### config.mk
export PLATFORM = sky130hd
export DESIGN_NAME = gf_mul_128_sched
export DESIGN_NICKNAME = d
export VERILOG_FILES = /design/src/rtl/gf_mul_128_sched.sv
export SDC_FILE = /design/constraint.sdc
export NUM_CORES = 1
export LEC_CHECK = 0
export ABC_AREA = 1
export CORE_AREA = 2 2 424 426
export CTS_BUF_LIST = sky130_fd_sc_hd__clkbuf_4 sky130_fd_sc_hd__clkbuf_8
export DETAILED_ROUTE_END_ITERATION = 10
export DIE_AREA = 0 0 426 428
export PLACE_DENSITY = 0.31
export SKIP_LAST_GASP = 1
export SLEW_MARGIN = 10
export SYNTH_ARGS = -nofsm -noshare
export SYNTH_HDL_FRONTEND = slang
export SYNTH_SLANG_ARGS = --single-unit
### constraint.sdc
create_clock -name clk -period 1.52 [get_ports clk]
set_input_delay 0.304 -clock clk [delete_from_list [all_inputs] [get_ports clk]]
set_output_delay 0.304 -clock clk [all_outputs]
set_load 0.05 [all_outputs]
### src/rtl/gf_mul_128_sched.sv
// Single-slot scheduler that shares one GF(2^128) multiplier between two requesters.
// Define GF_SCHED_RR_EN for round-robin arbitration; otherwise requester 0 has fixed priority.
module gf_mul_128_sched #(
  parameter int          MUL_LAT = 2,
  parameter logic [21:0] CG1_RST = 22'h0
) (
  input  logic         clk,
  input  logic         rst,
  input  logic         cfg_we,
  input  logic [21:0]  cfg_cg1,
  input  logic [1:0]   req_valid,
  output logic [1:0]   req_ready,
  input  logic [255:0] req_a,
  input  logic [255:0] req_b,
  output logic [1:0]   rsp_valid,
  input  logic [1:0]   rsp_ready,
  output logic [127:0] rsp_c,
  output logic [127:0] mul_a,
  output logic [127:0] mul_b,
  output logic [21:0]  mul_cg1,
  output logic         mul_rst_n,
  input  logic [127:0] mul_c,
  output logic         busy
);

  localparam logic [1:0] IDLE = 2'd0;
  localparam logic [1:0] MUL  = 2'd1;
  localparam logic [1:0] RSP  = 2'd2;

  localparam logic [3:0] LAST_CNT = 4'(MUL_LAT - 1);

  logic [1:0]   state;
  logic [3:0]   cnt;
  logic [127:0] op_a;
  logic [127:0] op_b;
  logic [127:0] rsp_c_q;
  logic [21:0]  cg1;
  logic         owner;
  logic         winner;
  logic         accept;
  logic         rsp_fire;

`ifdef GF_SCHED_RR_EN
  // prio names the requester that wins a tie; it flips away from each granted requester.
  logic prio;

  always_comb begin
    winner = 1'b0;
    if (req_valid == 2'b11) winner = prio;
    else                    winner = req_valid[1];
  end
`else
  always_comb begin
    winner = 1'b0;
    if (!req_valid[0]) winner = 1'b1;
  end
`endif

  // Configuration writes take precedence over requests in IDLE.
  assign accept   = (state == IDLE) && !cfg_we && !rst && (req_valid != 2'b00);
  assign rsp_fire = (state == RSP) && rsp_ready[owner];

  always_comb begin
    req_ready = 2'b00;
    if (accept) req_ready = winner ? 2'b10 : 2'b01;
  end

  always_comb begin
    rsp_valid = 2'b00;
    if ((state == RSP) && !rst) rsp_valid = owner ? 2'b10 : 2'b01;
  end

  assign busy      = (state != IDLE) && !rst;
  assign rsp_c     = rsp_c_q;
  assign mul_a     = op_a;
  assign mul_b     = op_b;
  assign mul_cg1   = cg1;
  assign mul_rst_n = ~rst;

  always_ff @(posedge clk) begin
    if (rst) begin
      state   <= IDLE;
      cnt     <= 4'd0;
      op_a    <= 128'd0;
      op_b    <= 128'd0;
      rsp_c_q <= 128'd0;
      cg1     <= CG1_RST;
      owner   <= 1'b0;
`ifdef GF_SCHED_RR_EN
      prio    <= 1'b0;
`endif
    end else begin
      case (state)
        IDLE: begin
          if (cfg_we) begin
            cg1 <= cfg_cg1;
          end else if (accept) begin
            op_a  <= winner ? req_a[255:128] : req_a[127:0];
            op_b  <= winner ? req_b[255:128] : req_b[127:0];
            owner <= winner;
            cnt   <= 4'd0;
            state <= MUL;
`ifdef GF_SCHED_RR_EN
            prio  <= ~winner;
`endif
          end
        end
        MUL: begin
          cnt <= cnt + 4'd1;
          if (cnt == LAST_CNT) begin
            rsp_c_q <= mul_c;
            state   <= RSP;
          end
        end
        RSP: begin
          if (rsp_fire) state <= IDLE;
        end
        default: state <= IDLE;
      endcase
    end
  end

endmodule

==> metrics, run 1 <==
LEAKAGE 0.0165 uW; drt pass-1 iters 5; Area Growth Syn to Fin 134%; Ports 1081; root buf cell clkbuf_8; area leader, netlist dfxtp_1; Clock Path Buffers 3; CP Cell Sequence nor2_4, nand2_2, nor2_4, buf_6, inv_12, nor2_4, buf_12; wire length per cell 22.4 um; Slew headroom around 44%; cell with the biggest individual delay on the critical path dfxtp_4; Tmin final 2200 ps; first-pass GRT wire length roughly 190 mm; Reg area 0.00886 mm2; Worst-path clk slew ~60 ps; simple-gate area share of the yosys netlist 18.1%; Ys Warns 0; Initial Utilization 10.1%; DRC Markers 0; register area share after synthesis between 40% and 50%; failing checks negative setup slack; critical path buffer and inverter count 3; GP Congestion 0.952; fin util a little under a quarter; clk_skew 39.7 ps; post-route cell area 0.0419 mm2; # port buffers 1080; DPL Wire Length around 110 mm; CP top delay family simple AND/OR/NAND/NOR gates; H-tree depth 3; Slew Limit Fails 0; worst slack, placed -642 ps; Netlist cell types 21; Multi-input gate area 0.00795 mm2; clk_lat worst skew 810 ps; f_max 454 MHz; Power Total between 30000 and 40000 uW; Iter 0 DRT Violations 1086; ys flop type dfxtp_1; RSZ-0062 raised after global routing yes; final-report hold violation count 0; final WL 143 mm; initial antenna violation count 64; status finished with violations; min-delay src mul_c[37]; Die ar. 0.182 mm2; fillers 19500; Net Count, Synth 3320; fin worst setup slack -680 ps; # setup viols final around 800; commonest non-fill, non-tap cells in the layout 683 x nand2_1, 666 x clkdlybuf4s50_1, 467 x buf_12, 392 x inv_1, 387 x o21ai_0; Die Ht 428 um; largest net degree at the start of global routing around 120; GRT Residual Overflow 0; CP Max Fanout 2; post-synth top area share between 40 and 50%; most common cell after layout, fill and taps aside nand2_1; critical path class reg2out; CP Capture Type output port; layout cells sized above 1 36.1%; combinational family with the most area after synthesis compound AO/OA/AOI/OAI gates; Worst setup startpoint state[1]$_SDFFE_PP0P_; Max-cap violations 0; ANT nets after route 0; via count 21900; Core Area 0.178 mm2; Synth Area per Inst between 6 and 7 um2; Crit path arrival time 1900 ps; crit start category register; Compound-Gate Fraction of Synth Area 22.3%; Die X 426 um; Clock Sink Count 413; Vias per Instance roughly 3.4; CP peak stage delay 340 ps; vias in the first global route 21400; worst r2r dst rsp_c[69]$_SDFFE_PP0P_; worst-case reg-to-reg path depth 9; Final period util 145%; mux share of post-synthesis cell area 0%; worst vdd ir roughly 0.7 mV; WHS Path Cells 3; worst min path class in2reg; Hold EP rsp_c[37]$_SDFFE_PP0P_; #FFs+latches synth 413; pwr dens 827 mW/mm2; Synth Instances approximately 2600; Worst Tran Pin Value 836 ps; Total Routing Usage GR between 10 and 15%; setup slack, reg-to-reg -380 ps; Synth Area in Adders 0.140%; CTS tree done; asr flop ratio synth 0%; # nets final 4605; total CTS buffers 91; Synth area leaders dfxtp_1 46%, nand2_1 16%, a21oi_1 11%; Synth Area in XOR/XNOR 0%; row count 155; DP Area about 0.037 mm2; Worst R2R Start state[1]$_SDFFE_PP0P_; most used cell, CP nor2_4; mapped cell area between 0.015 and 0.02 mm2; Worst EP required between 1000 and 1500 ps; count of flip-flops with a built-in enable after synthesis 0
[cell type report]
type | count | share of cell area (%)
clock buffers | 152 | 4.50
multi-input cells | 1650 | 19.0
clock inverters | 15 | 0.323
diodes | 22 | 0.131
well taps | 2355 | 7.03
flip-flops and latches | 413 | 21.2
repair buffers | 1382 | 44.3
inverters | 396 | 3.59
[worst max path at each step]
stage / to / slack [ps] / depth (start not counted)
6_report: req_ready[1] / -680 / 7
5_1_grt: req_ready[0] / -860 / 7
4_1_cts: req_ready[1] / -830 / 7
3_5_place_dp: mul_a[0]$_SDFFE_PP0P_ / -640 / 9
3_3_place_gp: req_ready[0] / -640 / 8
2_1_floorplan: req_ready[1] / 8 / 6
[power breakdown]
group          total, uW  internal [uW]  leakage (uW)  switching, uW
clock network      14100           7990       0.00107           6060
logic               8780           4470        0.0118           4310
registers          11800          11300       0.00355            502
total              34600          23800        0.0165          10900
[synthesized netlist by cell type (2+ instances only)]
cell,instances
o21ai_0,389
dfxtp_1,413
nor2_1,54
nand3_1,5
inv_1,394
nand2_1,785
ha_1,2
buf_2,71
o21ai_1,19
clkbuf_1,100
nor2_4,3
a21oi_1,389
buf_4,17
[registers in the layout, summed over array words and instances (netlist names)]
signal,count
cnt,4
mul_b,128
owner,1
rsp_c,128
mul_cg1,22
mul_a,128
state,2
[what timing repair did]
item,in CTS,in global routing
endpoints found under the setup margin,758,809
endpoints found under the hold margin,8,0
gates cloned,2,27
setup buffers,28,22
gates resized for setup,457,218
pin swaps,10,6
hold buffers,5,0
[metrics by stage]
| step | setup TNS (ps) | hold slack [ps] | instances |
|---|---|---|---|
| final | -114840 | 119 | 6385 |
| after global routing | -196950 | 55.3 | 6371 |
| after CTS | -140210 | 1.24 | 6316 |
| after detailed placement | -158030 | 473 | 6114 |
| after global placement | -153470 | 468 | 6114 |
| after floorplan | 0 | 466 | 2649 |
[tightest hold or removal path: stages]
cell and delay (ps):
clkdlybuf4s50_1 390, o21ai_0 150, a21oi_1 40
[metal layers]
layer  share of wire (%)  global-route usage, %  up-vias
met2                  49                   25.4      741
li1                    -                      -    10900
met1                  41                   17.5    10100
met3                 7.8                   4.99      200
met4                 2.1                   3.70       22
met5               0.080                      0        -
[cells by family after synthesis]
kind of cell               count (synthesis)
AOI/OAI and AO/OA                        797
adders and majority gates                  2
buffers and inverters                    586
DFF                                      413
and+or+nand+nor                          851
No activity file was read; power rests on OpenSTA's default activity.
==> run 2, diff against run 1 <==
CORE_AREA = 4 4 414 416   (was 2 2 424 426)
DIE_AREA = 0 0 418 420   (was 0 0 426 428)
PLACE_DENSITY = 0.32   (was 0.31)
==> run 2 against run 1 <==
Net effect:
- first-iteration DRC count about the same
- the run still ends with negative setup slack left
- largest cell class unchanged
- sequential share of layout area shrank 0.19 points
- via count up 0.93%
- sequential power about the same
- flip-flop and latch count unchanged
- register-to-register slack got worse by 20 ps
- hold slack improved by 16 ps
- non-clock buffer count shrank 13
==> metrics, run 2 (same netlist as run 1, synthesis figures left out) <==
CP peak stage delay 350 ps (about the same); Die ar. 0.176 mm2 (-3.7%); Final period util 145% (about the same); Slew Limit Fails 0 (unchanged); cell with the biggest individual delay on the critical path dfxtp_4; Clk network pwr share 41.5% (+0.9 points); min-delay src rst; Post-Place Cells 5924 (-3.1%); most used cell, CP nor2_4; Worst-path clk slew 50 ps (about the same); Tmin final 2200 ps (+1.06 ps); Worst Tran Pin Value 677 ps (-159 ps); Clock Sink Count 413 (unchanged); Die Ht 420 um (-1.9%); final WL 144 mm (+0.76%); CP Max Fanout 3 (+1); root buf cell clkbuf_8; Core Area 0.167 mm2 (-5.9%); initial antenna violation count 81 (+27%); row count 150 (-3.2%); failing checks negative setup slack; worst slack, placed -543 ps (+98.7 ps); LEAKAGE 0.0164 uW (about the same); GP Congestion 0.899 (-5.6%); Slew headroom 54.9% (+11 points); setup slack, reg-to-reg -400 ps (-20 ps); critical path class reg2out; fin worst setup slack -682 ps (-1.06 ps); met1 Use GR 17.6% (+0.11 points); RSZ-0062 raised after global routing yes; GRT Residual Overflow 0 (unchanged); # nets final 4596 (-0.20%); Clock Path Buffers 3 (unchanged); status finished with violations; CP top delay family simple AND/OR/NAND/NOR gates; clk_lat worst skew 760 ps (-50 ps); most common cell after layout, fill and taps aside nand2_1; # port buffers 1080 (unchanged); ANT nets after route 0 (unchanged); worst r2r dst rsp_c[120]$_SDFFE_PP0P_; first-pass GRT wire length 184 mm (-0.82%); GR peak layer met2; # setup viols final 819 (+2.6%); Seq pwr share 33.7% (-0.4 points); NetSw 10900 uW (about the same); worst min path class in2reg; Iter 0 DRT Violations 1087 (+0.092%); Area Growth Syn to Fin 135%; P_int 24100 uW (+1.3%); Initial Utilization 10.7% (+0.63 points); commonest non-fill, non-tap cells in the layout 778 x nand2_1, 666 x clkdlybuf4s50_1, 465 x buf_12, 391 x inv_1, 357 x dfxtp_2; largest net degree at the start of global routing 88 (-26%); final-report hold violation count 0 (unchanged); Worst EP required 1220 ps (about the same); routing usage on met2 25.4% (+0.050 points); Die X 418 um (-1.9%); fillers 18300 (-6.6%); critical path buffer and inverter count 3 (unchanged); pwr dens 833 mW/mm2 (+0.77%); DPL Wire Length 114 mm (about the same); vias in the first global route 21800 (+1.8%); CTS tree done; crit start category register; worst vdd ir 0.449 mV (-38%); Ports 1081 (unchanged); Total Routing Usage GR 15.2% (+0.42 points); total CTS buffers 94 (+3.3%); f_max 454 MHz (about the same); final non-filler cell total 6234 (-2.4%); Critical Path Stages 7 (unchanged); Worst R2R Start state[1]$_SDFFE_PP0P_; Crit path arrival time 1900 ps (about the same); via count 22100 (+0.93%); WHS Path Cells 4 (+1); combinational power share 24.8% (-0.5 points); worst-case reg-to-reg path depth 10 (+1); clk_skew 39.8 ps (+0.114 ps); Vias per Instance 3.55 (+3.4%); sw frac 31.1% (-0.27 points); met3 Use GR 5.21% (+0.22 points); fin util 25.1% (+1.5 points); layout cells sized above 1 35.0% (-1.1 points); wire length per cell 23.1 um (+3.2%); H-tree depth 3 (unchanged); CP Capture Type output port; drt pass-1 iters 5 (unchanged); Max-cap violations 0 (unchanged); Hold EP state[1]$_SDFFE_PP0P_; CP Cell Sequence nor2_4, nand2_2, nor2_4, buf_6, inv_12, nor2_4, buf_8; DRC Markers 0 (unchanged)
[run 2: cell count changes in the layout (fill, tap and decap cells not counted), moves of 12 or more]
cell,delta
o21ai_4,+39
dfxtp_4,-12
buf_4,-32
dfxtp_1,+28
o21ai_2,+40
diode_2,+16
nand2_4,-37
nand2_1,+95
o21ai_0,-77
nand2_2,-58
buf_6,+21
dfxtp_2,-16
[run 2: metal layers]
metal | share of wire, % | wire length [um]
met4 | 3.7 | 5310
met2 | 49 | 70600
met3 | 7.1 | 10200
met5 | 0.10 | 150
met1 | 40 | 58000
[run 2: power groups by stage]
stage / Clock, uW / Sequential, uW / Combinational, uW
final: 14500 / 11800 / 8670
after CTS: 15400 / 11800 / 8330
after detailed placement: 0 / 11900 / 8130
after floorplan: 0 / 13100 / 1610
after global routing: 15700 / 11800 / 9180
after global placement: 0 / 11900 / 8140
[run 2: layout make-up]
class / instances / area, um2 / share of cell area [%]
tap: 2204 / 2760 / 6.57
clock buffer: 148 / 1850 / 4.41
clock inverter: 15 / 233 / 0.555
sequential: 413 / 8800 / 21.0
antenna: 38 / 95.1 / 0.227
multi-input combinational: 1651 / 8200 / 19.5
timing repair buffer: 1369 / 18500 / 44.1
inverter: 396 / 1510 / 3.60
[run 2: per-stage QoR]
stage          total power, uW  setup TNS (ps)  hold slack [ps]  instance area [um2]
6_report                 35000          -99700              135                42000
5_1_grt                  36700         -190430             41.7                41900
4_1_cts                  35400         -168010             9.51                40000
3_5_place_dp             20100         -130360              473                36600
3_3_place_gp             20100         -120340              468                36600
2_1_floorplan            14700               0              466                18000
[run 2: worst max-delay path by stage]
stage / start / to / slack (ps)
after floorplan: state[0]$_SDFFE_PP0P_ / req_ready[1] / 8
final: state[1]$_SDFFE_PP0P_ / req_ready[1] / -680
after CTS: state[1]$_SDFFE_PP0P_ / req_ready[1] / -860
after global placement: cfg_we / mul_a[0]$_SDFFE_PP0P_ / -500
after global routing: state[1]$_SDFFE_PP0P_ / req_ready[1] / -860
after detailed placement: cfg_we / mul_b[126]$_SDFFE_PP0P_ / -540
[run 2: repair_timing]
item | CTS | global route
pin swaps | 13 | 37
hold endpoints to repair | 3 | 0
hold buffers | 3 | 0
buffers inserted | 35 | 43
gates resized for setup | 469 | 305
cloned | 9 | 26
setup endpoints to repair | 674 | 823
[run 2: worst min-delay path, delay by kind of cell]
kind                   cells  cell delay (ps)
AO/OA/AOI/OAI              1               70
buffers and inverters      3              470
